`src/rtl/flit_packetizer.sv`:
```
// Packet encoder: captures {payload, destination} and streams it out as fixed-width
// flits carrying {chunk, TTL, seq, source ID}, honouring downstream backpressure.
module flit_packetizer #(
    parameter int DATA_WIDTH = 1024,
    parameter int ADDR_WIDTH = 10,
    parameter int FLIT_WIDTH = 64,
    parameter int SEQ_WIDTH  = 5,
    parameter int SRC_WIDTH  = 2,
    parameter int SRC_ID     = 0,
    parameter int TTL_INIT   = 3
) (
    input  logic                  clk,
    input  logic                  rst_n,
    input  logic                  in_valid,
    output logic                  in_ready,
    input  logic [DATA_WIDTH-1:0] in_data,
    input  logic [ADDR_WIDTH-1:0] in_dst,
    output logic                  out_valid,
    input  logic                  out_ready,
    output logic [FLIT_WIDTH-1:0] out_flit,
    output logic                  out_last,
    output logic                  done
);
    localparam int HDR_W      = 2 + SEQ_WIDTH + SRC_WIDTH;
    localparam int CHUNK_W    = FLIT_WIDTH - HDR_W;
    localparam int FRAME_W    = DATA_WIDTH + ADDR_WIDTH;
    localparam int CHUNK_SAFE = (CHUNK_W < 1) ? 1 : CHUNK_W;
    localparam int NUM_FLITS  = (FRAME_W + CHUNK_SAFE - 1) / CHUNK_SAFE;
    localparam int PAD_W      = NUM_FLITS * CHUNK_SAFE;

    localparam logic [SEQ_WIDTH-1:0] LAST_SEQ = SEQ_WIDTH'(NUM_FLITS - 1);
    localparam logic [1:0]           TTL_BITS = 2'(TTL_INIT);
    localparam logic [SRC_WIDTH-1:0] SRC_BITS = SRC_WIDTH'(SRC_ID);

    localparam logic [1:0] S_IDLE = 2'd0;
    localparam logic [1:0] S_SEND = 2'd1;
    localparam logic [1:0] S_DONE = 2'd2;

    generate
        if (CHUNK_W < 1) begin : g_bad_chunk
            $error("flit_packetizer: FLIT_WIDTH leaves no room for payload");
        end
        if (NUM_FLITS > (1 << SEQ_WIDTH)) begin : g_bad_seq
            $error("flit_packetizer: flit count exceeds sequence number range");
        end
    endgenerate

    function automatic logic [FLIT_WIDTH-1:0] make_flit(input logic [CHUNK_SAFE-1:0] chunk,
                                                        input logic [SEQ_WIDTH-1:0]  seq);
        return {chunk, TTL_BITS, seq, SRC_BITS};
    endfunction

    logic [1:0]            state_q, state_d;
    logic [SEQ_WIDTH-1:0]  seq_q, seq_d, seq_next;
    logic [PAD_W-1:0]      frame_q, frame_d, frame_shift, in_frame;
    logic                  in_ready_q, in_ready_d;
    logic                  out_valid_q, out_valid_d;
    logic [FLIT_WIDTH-1:0] out_flit_q, out_flit_d;
    logic                  out_last_q, out_last_d;
    logic                  done_q, done_d;

    // frame_q holds the not-yet-sent remainder; its low CHUNK bits feed the next flit.
    assign in_frame    = PAD_W'({in_data, in_dst});
    assign frame_shift = frame_q >> CHUNK_SAFE;
    assign seq_next    = seq_q + SEQ_WIDTH'(1);

    // Valid/ready: a transfer happens on a rising edge where valid and ready are both
    // high; a producer holding valid keeps its data stable until that edge.
    always_comb begin
        state_d     = state_q;
        seq_d       = seq_q;
        frame_d     = frame_q;
        in_ready_d  = 1'b0;
        out_valid_d = 1'b0;
        out_flit_d  = '0;
        out_last_d  = 1'b0;
        done_d      = 1'b0;
        case (state_q)
            S_IDLE: begin
                if (in_valid && in_ready_q) begin
                    state_d     = S_SEND;
                    seq_d       = '0;
                    frame_d     = in_frame;
                    out_valid_d = 1'b1;
                    out_flit_d  = make_flit(in_frame[CHUNK_SAFE-1:0], '0);
                    out_last_d  = (NUM_FLITS == 1);
                end else begin
                    in_ready_d = 1'b1;
                end
            end
            S_SEND: begin
                out_valid_d = 1'b1;
                out_flit_d  = out_flit_q;
                out_last_d  = out_last_q;
                if (out_ready) begin
                    if (out_last_q) begin
                        state_d     = S_DONE;
                        out_valid_d = 1'b0;
                        out_flit_d  = '0;
                        out_last_d  = 1'b0;
                        done_d      = 1'b1;
                    end else begin
                        seq_d      = seq_next;
                        frame_d    = frame_shift;
                        out_flit_d = make_flit(frame_shift[CHUNK_SAFE-1:0], seq_next);
                        out_last_d = (seq_next == LAST_SEQ);
                    end
                end
            end
            S_DONE: begin
                state_d    = S_IDLE;
                in_ready_d = 1'b1;
            end
            default: state_d = S_IDLE;
        endcase
    end

    always_ff @(posedge clk or negedge rst_n) begin
        if (!rst_n) begin
            state_q     <= S_IDLE;
            seq_q       <= '0;
            frame_q     <= '0;
            in_ready_q  <= 1'b0;
            out_valid_q <= 1'b0;
            out_flit_q  <= '0;
            out_last_q  <= 1'b0;
            done_q      <= 1'b0;
        end else begin
            state_q     <= state_d;
            seq_q       <= seq_d;
            frame_q     <= frame_d;
            in_ready_q  <= in_ready_d;
            out_valid_q <= out_valid_d;
            out_flit_q  <= out_flit_d;
            out_last_q  <= out_last_d;
            done_q      <= done_d;
        end
    end

    assign in_ready  = in_ready_q;
    assign out_valid = out_valid_q;
    assign out_flit  = out_flit_q;
    assign out_last  = out_last_q;
    assign done      = done_q;
endmodule

```
`config.mk`:
```
export PLATFORM = sky130hd
export DESIGN_NAME = flit_packetizer
export DESIGN_NICKNAME = d
export VERILOG_FILES = /design/src/rtl/flit_packetizer.sv
export SDC_FILE = /design/constraint.sdc
export NUM_CORES = 2
export LEC_CHECK = 0
export ABC_CLOCK_PERIOD_IN_PS = 1700
export CORE_AREA = 5 5 429 431
export DETAILED_ROUTE_END_ITERATION = 6
export DIE_AREA = 0 0 434 436
export GPL_TIMING_DRIVEN = 0
export PLACE_DENSITY = 0.49
export SYNTH_ARGS = -nofsm -noshare
export SYNTH_HDL_FRONTEND = slang
export SYNTH_SLANG_ARGS = --single-unit
```
`constraint.sdc`:
```
create_clock -name clk -period 1.7 [get_ports clk]
set_input_delay 0.255 -clock clk [delete_from_list [all_inputs] [get_ports clk]]
set_output_delay 0.255 -clock clk [all_outputs]
set_load 0.01 [all_outputs]
```
* Yosys cells after proc, flatten, opt, wreduce, memory -nomap -nowiden
Cells that the tools add are included.
** Storage, ports and cells
- Bits in registers :: 1120
- Input bits :: 1038
- Output and inout bits :: 68
- Logic and storage cells :: 49
** Cells by class
- Add/subtract/negate cells :: 1
- Eq/ne operators :: 7
- Multiplexer cells :: 28
- Reductions and logical operators :: 5
** Operator list (count)
- $mux W1045 :: 3
- $pmux W1045 S2 :: 1
- $mux W64 :: 3
- $pmux W64 S2 :: 1
- $mux W5 :: 3
- $mux W1 :: 10
- $pmux W5 S2 :: 1
- $ne A2 B2 Y1 const B :: 4
- $mux W2 :: 3
- $add A5 B1 Y5 const B :: 1
- $eq A5 B5 Y1 const B :: 1
- $pmux W1 S2 :: 2
- $pmux W2 S2 :: 1
- $reduce_and A4 Y1 :: 1
- $reduce_and A3 Y1 :: 1
- $eq A2 B1 Y1 const B :: 1
- $eq A2 B2 Y1 const B :: 1
- $logic_not A2 Y1 :: 1
- $reduce_bool A2 Y1 :: 1
- $logic_and A1 B1 Y1 :: 1

* Depth between registers and ports, before layout
- Word-level depth :: 5
- Mapped depth :: 8
- Depth with buffers taken out :: 5

* Worst setup path after synthesis
OpenSTA, ideal clock, no wires.
- Path type :: reg2reg
- Start point :: reg out_last_q (netlist: out_last)
- End point :: reg frame_q[845]
- Library setup time :: 0.082 ns
- Arrival :: 1.626 ns
- Data required time :: 1.618 ns
- Slack :: -0.008 ns
- Cell stages (with the launch flop) :: 8
- Path buffers :: 3
- Clock period less this slack :: 1.708 ns
- Cells stage by stage :: dfrtp_1 nand3b_1 a21oi_2 buf_4 buf_4 clkbuf_1 nor2_1 a31oi_1
** Between the ends
- Longest elaborated chain between the ends :: 2
** RTL lines
- start: declaration :: line 59 : logic out_last_q, out_last_d;
- start signal: assignment :: line 135 : out_last_q <= out_last_d;
- $ne A2 B2 Y1 (no line)
- $reduce_and A4 Y1 (no line)
- end signal: assignment :: line 131 : frame_q <= frame_d;
- end: declaration :: line 55 : logic [PAD_W-1:0] frame_q, frame_d, frame_shift, in_frame;
No other way between the ends.
A chain may end at the register's enable or synchronous reset.

* Worst setup path after layout
- Start point :: reg state_q[0]
- End point :: reg frame_q[972]
** Between the ends
- Longest elaborated chain between the ends :: 3
- Elaborated cells on any way between the ends :: 8
- Classes of those cells :: eq/ne: 4; mux: 1; reduce/logical: 3
** RTL lines
- start: declaration :: line 53 : logic [1:0] state_q, state_d;
- start signal: assignment :: line 129 : state_q <= state_d;
- $eq A2 B1 Y1 or $logic_not A2 Y1 (tied branches) :: line 78 : case (state_q)
- $ne A2 B2 Y1 (no line) or $reduce_bool A2 Y1 (tied branches)
- $reduce_and A4 Y1 (no line)
Several ways; a longest one is shown, not always the timed one.

==> impl_results.md <==
* Outcome: finished with violations
* Violated checks: hold timing, setup timing
* Post-synth EDFFs at 0
* Drt drc at 0
* Root Driver: clkbuf_16
* Clock power share at 0.256
* PD cells at 1580 nW/um2
* Avg Cell Area, Syn at 8.30 um2
* Slew Limit Fails at 0
* Detail Route Antenna Nets at 0
* Setup-failing EPs final at 1,102
* Synth cell types at 31
* Sw Ratio at 0.386
* Dominant cell by count in the synthesized netlist: nand2_1
* Vias in the first global route at 48,821
* Setup_tns at -244.97 ns
* Critical path arrival at 2.64 ns
* Area growth from synthesis to layout at 47.5%
* Sink Count at 1,051
* Initial antenna violation count at 126
* Worst Setup End Kind: flop
* Post-Place Setup Slack at -1.89 ns
* DIE HEIGHT at 436 um
* YS warnings at 0
* Synth area leaders: dfrtp_1 (57%), nand2_1 (16%), a31oi_1 (12%)
* Skew-Pair Late Insertion Delay at 0.78 ns
* Async SR Flop Fraction at 1.00
* CP most frequent cell: buf_12
* Worst hold-check path type: input pin to async pin
* Slew margin rel. at 0.400
* Share of cells above drive strength 1 at 0.0964
* Post-layout min period at 2.02 ns
* First-pass GRT wire length at 347,000 um
* Final Hold Viols at 296
* Site Rows at 156
* Slowest CP cell: dfrtp_2
* PortBufs at 1,102
* CTS Buffer Depth at 3
* DR iter-0 viols at 3,253
* Critical-path cell list: nand3b_1 > a21oi_4 > buf_12 > buf_16 > buf_12 > clkbuf_4 > a31oi_1
* Total power at 0.108 W
* Startpoint Class: flop
* Clk pin slew, worst setup/hold paths at 0.06 ns
* Worst EP required at 2.33 ns
* Hold WS at -0.544 ns
* CP max stage delay at 0.45 ns
* Fin nets at 8,020
* FILL cells at 18,880
* Core area at 180,000 um2
* CTS buffer count at 132
* Internal power at 0.0665 W
* Vias/cell at 4.87
* PnR worst setup slack at -0.318 ns
* Part of the power in registers at 0.396
* Cell Area, Synth at 46,400 um2
* Routability cong. at 0.930
* First-pass detailed-route iteration total at 6
* Logic pwr share at 0.348
* Die Area at 189,000 um2
* CTS H-Tree Depth at 4
* Mapped Cells at 5,590
* Final Skew at 0.0364 ns
* Tcrit/Tclk final at 1.19
* Final WL at 250,000 um
* Top_reg_cell synth: dfrtp_1
* Register bit total from synthesis at 1,051
* Worst slew pin tran at 0.900 ns
* RSZ-0062 raised after global routing: yes
* Leak pwr at 29.6 nW
* CTS tree: built
* Initial Utilization at 0.258
* Net Switching at 0.0419 W
* Largest net degree at the start of global routing at 161
* Reg2Reg Depth at 7
* Via count at 46,402
* Dominant cell type by area after synthesis: dfrtp_1
* WL/cell at 26.2 um
* Die W at 434 um
* Seq/Total Area, Yosys at 0.567
* Detailed Place HPWL at 202,000 um
* FMAX at 0.496 GHz
* Total track usage at 0.254
* Layout Utilization at 0.381
* Most common library cells after synthesis: nand2_1 (2,016), dfrtp_1 (1,051), nor2_1 (934)
* Total congestion overflow at 0
* IO Count at 1,106
* Yosys top cell area share at 0.567
* Maxcap violations at 0
* Worst-path maximum fanout at 10
* CP Class: flop to flop
* Worst vdd ir at 706 uV
path summary, 6_finish.rpt:
path / slack [ns] / startpoint / end
max: -0.32 / state_q[0] / frame_q[972]
min: -0.54 / rst_n / frame_q[311]
max reg2reg: -0.32 / state_q[0] / frame_q[972]
min reg2reg: 0.47 / frame_q[1007] / frame_q[1007]
max in group asynchronous: 0.27 / rst_n / frame_q[801]
min in group clk: 0.06 / in_data[418] / frame_q[428]
worst max-delay path: cells and delay by family (launching register included):
| kind | cells | cell delay (ns) |
|---|---|---|
| flip-flops | 1 | 0.45 |
| AO/OA/AOI/OAI | 2 | 0.32 |
| AND/OR/NAND/NOR | 1 | 0.25 |
| buffers and inverters | 4 | 0.79 |
layout by cell type (no fill, tap or decap), types with 10 or more instances in the layout:
cell,netlist,layout
clkbuf_1,235,67
buf_6,0,84
buf_8,0,13
dfrtp_1,1051,1042
clkbuf_2,0,122
clkdlybuf4s50_1,0,1085
buf_12,0,25
clkbuf_8,0,31
dlygate4sd3_1,0,126
a31oi_1,925,924
clkbuf_16,0,140
diode_2,0,88
nand2_1,2016,2009
buf_2,196,37
buf_4,5,92
clkbuf_4,0,64
a22oi_1,58,58
nand3_1,57,53
o21ai_0,57,57
buf_16,0,10
nor2_1,934,928
clkinv_2,0,12
layer usage:
layer / GRT usage / vias up / part of all wire
li1: - / 21623 / -
met1: 0.288 / 22962 / 0.38
met2: 0.463 / 1376 / 0.52
met3: 0.0479 / 399 / 0.051
met4: 0.111 / 42 / 0.046
met5: 0 / - / 0.0011
flip-flops by register name (all words and copies together), names as in the netlist:
register / flops
done: 1
frame_q: 979
in_ready: 1
out_flit: 61
out_last: 1
out_valid: 1
seq_q: 5
state_q: 2
kinds of logic after synthesis:
group,share of synthesized area
and+or+nand+nor,0.247
other,0.0000808
DFF,0.567
xor gates and xnor gates,0.000755
buffers and inverters,0.0430
adders and majority gates,0.000539
AOI/OAI and AO/OA,0.142
area by class of cell:
class	count	area (um2)	share of cell area
well taps	2370	2970	0.0433
plain buffers	457	3670	0.0537
repair buffers	1256	12800	0.188
diodes	88	220	0.00322
flip-flops and latches	1051	26300	0.385
clock inverters	32	380	0.00556
inverters	3	15.0	0.000219
clock buffers	198	3810	0.0557
multi-input cells	4079	18200	0.266
stage by stage:
step	cell area [um2]	std cells
6_report	68400	9534
5_1_grt	68400	9507
4_1_cts	67000	9430
3_5_place_dp	60600	9070
3_3_place_gp	60400	9063
2_1_floorplan	46400	5591
power groups by stage:
| stage | registers, W | clock network (W) | logic (W) |
|---|---|---|---|
| after CTS | 0.0431 | 0.0283 | 0.0370 |
| after global placement | 0.0437 | 0 | 0.0348 |
| after floorplan | 0.0396 | 0 | 0.0205 |
| final | 0.0430 | 0.0277 | 0.0377 |
| after global routing | 0.0439 | 0.0293 | 0.0417 |
| after detailed placement | 0.0435 | 0 | 0.0356 |
timing repair:
item,4_1_cts,5_1_grt
resized for setup,419,512
setup buffers,4,7
setup endpoints to repair,1389,1387
hold buffers,127,2
pin swaps,2,1
gates cloned,0,7
hold endpoints to repair,468,222
No activity file was read; power rests on OpenSTA's default activity.
